## src/rtl/requant_stage.sv

```systemverilog
// requant_stage: int32 accumulator -> OUT_W TFLite requantization.
// Capture register followed by four arithmetic stages, one global advance.
module requant_stage #(
    parameter int OUT_W = 8
) (
    input  logic             clk,
    input  logic             reset,
    input  logic             in_valid,
    output logic             in_ready,
    input  logic [31:0]      in_acc,
    output logic             out_valid,
    input  logic             out_ready,
    output logic [OUT_W-1:0] out_data,
    input  logic             cfg_we,
    input  logic [2:0]       cfg_addr,
    input  logic [31:0]      cfg_data,
    output logic             cfg_ready
);

    typedef struct packed {
        logic [31:0] x;
        logic [4:0]  rs;
    } s1_t;

    typedef struct packed {
        logic [63:0] p;
        logic        sat;
        logic [4:0]  rs;
    } s2_t;

    typedef struct packed {
        logic [31:0] h;
        logic [4:0]  rs;
    } s3_t;

    logic signed [31:0] bias;
    logic signed [31:0] mult;
    logic signed [5:0]  shift;
    logic signed [31:0] out_off;
    logic signed [31:0] act_min;
    logic signed [31:0] act_max;

    logic        v0, v1, v2, v3;
    logic [31:0] a0;
    s1_t         s1, s1_d;
    s2_t         s2, s2_d;
    s3_t         s3, s3_d;

    logic adv;
    logic cfg_wr;

    assign adv       = ~out_valid | out_ready;
    assign in_ready  = adv & ~cfg_we;
    assign cfg_ready = ~(v0 | v1 | v2 | v3 | out_valid);
    assign cfg_wr    = cfg_we & cfg_ready;

    // S1: bias add, optional left shift, right-shift amount for S4
    logic [31:0] xb;
    logic        sh_pos;

    assign xb       = a0 + bias;
    assign sh_pos   = ~shift[5] & (shift[4:0] != 5'd0);
    assign s1_d.x   = sh_pos ? (xb << shift[4:0]) : xb;
    assign s1_d.rs  = sh_pos ? 5'd0 : (~shift[4:0] + 5'd1);

    // S2: full 64-bit signed product and the lone overflow case
    logic [63:0] xe, me;

    assign xe       = {{32{s1.x[31]}}, s1.x};
    assign me       = {{32{mult[31]}}, mult};
    assign s2_d.p   = xe * me;
    assign s2_d.sat = (s1.x == 32'h8000_0000) &&
                      (mult == 32'h8000_0000);
    assign s2_d.rs  = s1.rs;

    // S3: rounding doubling high multiply, truncating toward zero
    logic [63:0] nudge, sum, adj;

    assign nudge   = s2.p[63] ? 64'hFFFF_FFFF_C000_0001
                              : 64'h0000_0000_4000_0000;
    assign sum     = s2.p + nudge;
    assign adj     = sum + (sum[63] ? 64'h7FFF_FFFF : 64'd0);
    assign s3_d.h  = s2.sat ? 32'h7FFF_FFFF : adj[62:31];
    assign s3_d.rs = s2.rs;

    // S4: rounding right shift, output offset, activation clamp
    logic [31:0]        mask, rem, thr;
    logic               rnd;
    logic signed [31:0] sra, r, y, clamp;

    assign mask = (32'd1 << s3.rs) - 32'd1;
    assign rem  = s3.h & mask;
    assign thr  = (mask >> 1) + {31'd0, s3.h[31]};
    assign rnd  = rem > thr;
    assign sra  = $signed(s3.h) >>> s3.rs;
    assign r    = sra + $signed({31'd0, rnd});
    assign y    = r + out_off;

    // Clamp; an inverted range collapses to act_max
    always_comb begin
        clamp = y;
        if (act_min > act_max)
            clamp = act_max;
        else if (y < act_min)
            clamp = act_min;
        else if (y > act_max)
            clamp = act_max;
    end

    logic unused_bits;
    assign unused_bits = ^{adj[63], adj[30:0], clamp[31:OUT_W]};

    // Config registers; writes land only while the pipe is empty
    always_ff @(posedge clk or posedge reset) begin
        if (reset) begin
            bias    <= 32'sd0;
            mult    <= 32'sh4000_0000;
            shift   <= 6'sd1;
            out_off <= 32'sd0;
            act_min <= -32'sd128;
            act_max <= 32'sd127;
        end else if (cfg_wr) begin
            case (cfg_addr)
                3'd0: bias    <= cfg_data;
                3'd1: mult    <= cfg_data;
                3'd2: shift   <= cfg_data[5:0];
                3'd3: out_off <= cfg_data;
                3'd4: act_min <= cfg_data;
                3'd5: act_max <= cfg_data;
                default: ;
            endcase
        end
    end

    // Pipeline registers; every rank moves together on adv
    always_ff @(posedge clk or posedge reset) begin
        if (reset) begin
            v0        <= 1'b0;
            v1        <= 1'b0;
            v2        <= 1'b0;
            v3        <= 1'b0;
            out_valid <= 1'b0;
            a0        <= 32'd0;
            s1        <= '0;
            s2        <= '0;
            s3        <= '0;
            out_data  <= '0;
        end else if (adv) begin
            v0        <= in_valid & in_ready;
            a0        <= in_acc;
            v1        <= v0;
            s1        <= s1_d;
            v2        <= v1;
            s2        <= s2_d;
            v3        <= v2;
            s3        <= s3_d;
            out_valid <= v3;
            out_data  <= clamp[OUT_W-1:0];
        end
    end

endmodule

```

## config.mk

```make
export PLATFORM = sky130hd
export DESIGN_NAME = requant_stage
export DESIGN_NICKNAME = d
export VERILOG_FILES = /design/src/rtl/requant_stage.sv
export SDC_FILE = /design/constraint.sdc
export NUM_CORES = 2
export LEC_CHECK = 0
export ABC_AREA = 1
export CORE_UTILIZATION = 40
export CTS_CLUSTER_SIZE = 30
export DETAILED_ROUTE_END_ITERATION = 16
export GPL_ROUTABILITY_DRIVEN = 1
export HOLD_SLACK_MARGIN = 0.05
export REMOVE_ABC_BUFFERS = 1
export SYNTH_ARGS = -nofsm -noshare
export SYNTH_HDL_FRONTEND = slang
export SYNTH_SLANG_ARGS = --single-unit
```

## constraint.sdc

```tcl
create_clock -name clk -period 17.8 [get_ports clk]
set_input_delay 3.56 -clock clk [delete_from_list [all_inputs] [get_ports clk]]
set_output_delay 3.56 -clock clk [all_outputs]
set_load 0.005 [all_outputs]
```

==> Flow_metrics.wiki <==
{| class="wikitable"
! Metric !! Value
|-
| Inserted Clock Buffers || 42
|-
| Quantity of hold-fixing buffers added after cts || 0
|-
| Overall routed net length || roughly 240,000 microns
|-
| Max Clk Rate || between 0.08 and 0.09 GHz
|-
| Maxcap violations || 0
|-
| Vias per inst || ~5.2
|-
| Standard-cell row count || ~150
|-
| Post-CTS setup buffer count || 0
|-
| Clock net sink count || ~360
|-
| Final setup vio count || 0
|-
| Gr ovfl total || 0
|-
| Unrepaired setup endpoints after global routing || no
|-
| Total die area || around 170,000 sq um
|-
| Count of mapped cells out of synthesis || between 9,000 and 10,000
|-
| Count of buffers from port buffering || 82
|-
| Worst reg2reg startpoint || s3[3]$_DFFE_PP0N_
|-
| Main combinational cell family by area after synthesis || adder cells
|-
| Complex-gate fraction of the synthesized area || between 8 and 9%
|-
| Number of nets in the finished design || ~11,000
|-
| Yosys warning total || 0
|-
| XOR/XNOR share of the synthesized area || between 1.5 and 2%
|-
| Placer's final routability congestion estimate || slightly below 1
|-
| Largest net degree at the start of global routing || between 80 and 90
|-
| Half-perimeter wire length of the detailed placement result || around 190,000 microns
|-
| Delay contributed by the slowest stage of the critical path || about 700 ps
|-
| Post-synth cell types || 66
|-
| Share of layout cells above drive strength 1 || under 10%
|-
| Number of max-slew violations in the final report || 0
|-
| Most common cell on crit path || nand2_1
|-
| Top-level port count || 83
|-
| Number of levels the H-tree was split into || 2
|-
| Normalized max-slew margin || between 20% and 30%
|-
| Critical-path top delay cell || inv_1
|-
| Slew @ Worst Pin || roughly 1100 ps
|-
| Area Overhead vs Synth || 6.33%
|-
| Async SR Flop Fraction || 100%
|-
| Share of Yosys cell area claimed by the top area cell type || between 30% and 40%
|-
| Skew final || 56.6 ps
|-
| Number of fill cells || 17,606
|-
| Final hold violation count || 0
|-
| Top area cells in the synthesized netlist || fa_1 32%, nand2_1 15%, dfrtp_1 12%
|-
| Cell type with the highest aggregate area in the netlist || fa_1
|-
| Tmin final || approximately 11,000 ps
|-
| Vias || roughly 61,000
|-
| Worst-path clk slew || ~70 ps
|-
| Floorplan Core Area || between 150,000 and 200,000 sq um
|-
| Final worst path period share || between 60% and 70%
|-
| Synthesized-area fraction occupied by adder cells || about two fifths
|-
| Total Neg Setup Slack || 0 ps
|-
| Resized Gates After CTS || 0
|-
| DR WL/cell || between 20 and 25 microns
|-
| Antenna violations before repair || 3
|-
| Y dimension of the die || 417 microns
|-
| Commonest cells after routing, fill and taps aside || 2,734 x nand2_1, 2,083 x inv_1, 1,085 x fa_1
|-
| Critical Path End Type || flop
|-
| Number of nets with antenna violations after detailed routing || 0
|-
| TritonCTS clock tree || done
|-
| Most used flip-flop cell after synthesis || dfrtp_1
|-
| Origin of the worst min-delay path || s2[69]$_DFFE_PP0N_
|-
| Total global-route track usage || about 28%
|-
| Global-route wire length before repair || roughly 370,000 microns
|-
| Buffer depth of the longest clock path || 3
|-
| Number of global-route vias before repair || roughly 63,000
|-
| Post-synth EDFFs || 0
|-
| Required time at the worst-slack endpoint || approximately 18,000 ps
|-
| Simple-gate portion of the synthesized area || between 20% and 30%
|-
| Avg Cell Area, Syn || 7.22 sq um
|-
| Initial cell density of the core || 40.5%
|-
| Startpoint class of the critical path || flop
|-
| Initial drt markers || 5,343
|-
| Chip Width || 417 microns
|-
| FF+latch count, synth || approximately 360
|-
| Count of unresolved DRC violations after routing || 0
|-
| Post-synthesis mux area share || less than 1%
|-
| Crit. Startpoint || s3[3]$_DFFE_PP0N_
|-
| Arrival time of the worst setup path || ~12,000 ps
|-
| Sequential cell area fraction in the yosys report || between 10% and 20%
|-
| Outcome || finished, final reports clean
|-
| Critical path peak fanout || between 40 and 50
|-
| Type of the worst setup path || flop to flop
|-
| Detailed-router iteration count before antenna repair || 6
|-
| Cell area after synthesis || approximately 69,000 sq um
|-
| Most frequent standard cell in the layout excluding fill and tap cells || nand2_1
|-
| CTS root buffer || clkbuf_16
|-
| Hold crit path type || flop to flop
|-
| Worst skew pair latency || between 600 and 700 ps
|}
-- cells in the mapped netlist (8+ instances only) --
cell type and count:
a31oi_1 57, ha_1 441, a21boi_0 10, a21oi_1 335, nand4_1 74, nor4_1 27
nand2_1 2736, buf_1 23, mux2i_1 18, xor2_1 101, nand3_1 432, nand2_2 8
dfrtp_1 321, fa_1 1085, xnor2_1 38, nor2_2 10, inv_2 21, a211oi_1 9
o21ai_1 12, o22ai_1 8, inv_1 2084, nor3_1 64, nor2_1 521, o21a_1 11
clkbuf_1 347, nand3b_1 13, a21o_1 19, or2_2 32, o21bai_1 26, dfstp_2 34
o21ai_0 497, o211ai_1 24, o221ai_1 11
-- cells by family after synthesis --
logic type,count (synthesis)
xor+xnor,140
other cells,2
buf+inv,2489
mux,18
fa+ha+maj,1526
flops,355
simple gates,3964
compound gates,1038
-- final timing paths --
path	endpoint	slack [ps]	cells after the start
worst max-delay path	out_data[7]$_DFFE_PP0N_	6570	47
worst min-delay path	s2[69]$_DFFE_PP0N_	480	2
worst max register to register	out_data[7]$_DFFE_PP0N_	6570	47
worst min register to register	s2[69]$_DFFE_PP0N_	480	2
max in group asynchronous	s2[35]$_DFFE_PP0N_	11240	5
min in group asynchronous	out_data[4]$_DFFE_PP0N_	3450	2
-- cell type report --
type | count | area, sq um | area share (%)
antenna | 2 | 5.00 | 0.00684
clock buffer | 48 | 1100 | 1.51
clock inverter | 29 | 369 | 0.505
inverter | 2110 | 7930 | 10.8
multi-input combinational | 6688 | 50500 | 69.1
sequential | 355 | 8930 | 12.2
tap | 2218 | 2780 | 3.79
timing repair buffer | 173 | 1520 | 2.07
-- critical path, delay by kind of cell, from the launching register on --
| family | cells | cell delay (ps) |
|---|---|---|
| xor gates and xnor gates | 1 | 280 |
| DFF | 1 | 360 |
| adders and majority gates | 7 | 2370 |
| AOI/OAI and AO/OA | 9 | 2220 |
| and+or+nand+nor | 27 | 4780 |
| buffers and inverters | 3 | 1040 |
-- through the flow --
stage / area [sq um] / setup WS [ps] / std cells / hold WS (ps) / util, %
4_1_cts: 73100 / 6750 / 11621 / 484 / 43.0
3_3_place_gp: 71700 / 6610 / 11544 / 463 / 42.1
5_1_grt: 73100 / 5590 / 11621 / 504 / 43.0
3_5_place_dp: 71700 / 6760 / 11544 / 467 / 42.1
6_report: 73100 / 6570 / 11623 / 478 / 43.0
2_1_floorplan: 67300 / 4450 / 9153 / 447 / -
-- flip-flops by register name, summed over array words and instances, names as in the netlist --
| name | flops |
|---|---|
| s1 | 37 |
| s2 | 70 |
| v0 | 1 |
| v3 | 1 |
| out_off | 32 |
| v2 | 1 |
| bias | 32 |
| act_max | 32 |
| mult | 32 |
| out_valid | 1 |
| out_data | 8 |
| shift | 6 |
| s3 | 37 |
| v1 | 1 |
| act_min | 32 |
| a0 | 32 |
-- routing by layer --
layer | track usage [%] | share of wire [%]
met5 | 0 | 0
met4 | 8.80 | 3.6
met3 | 3.59 | 7.0
met2 | 44.0 | 44
met1 | 39.5 | 45
Power is left out: the tool's default activity adds up to more than one toggle a clock period on the data nets, which glitch-free logic cannot reach.
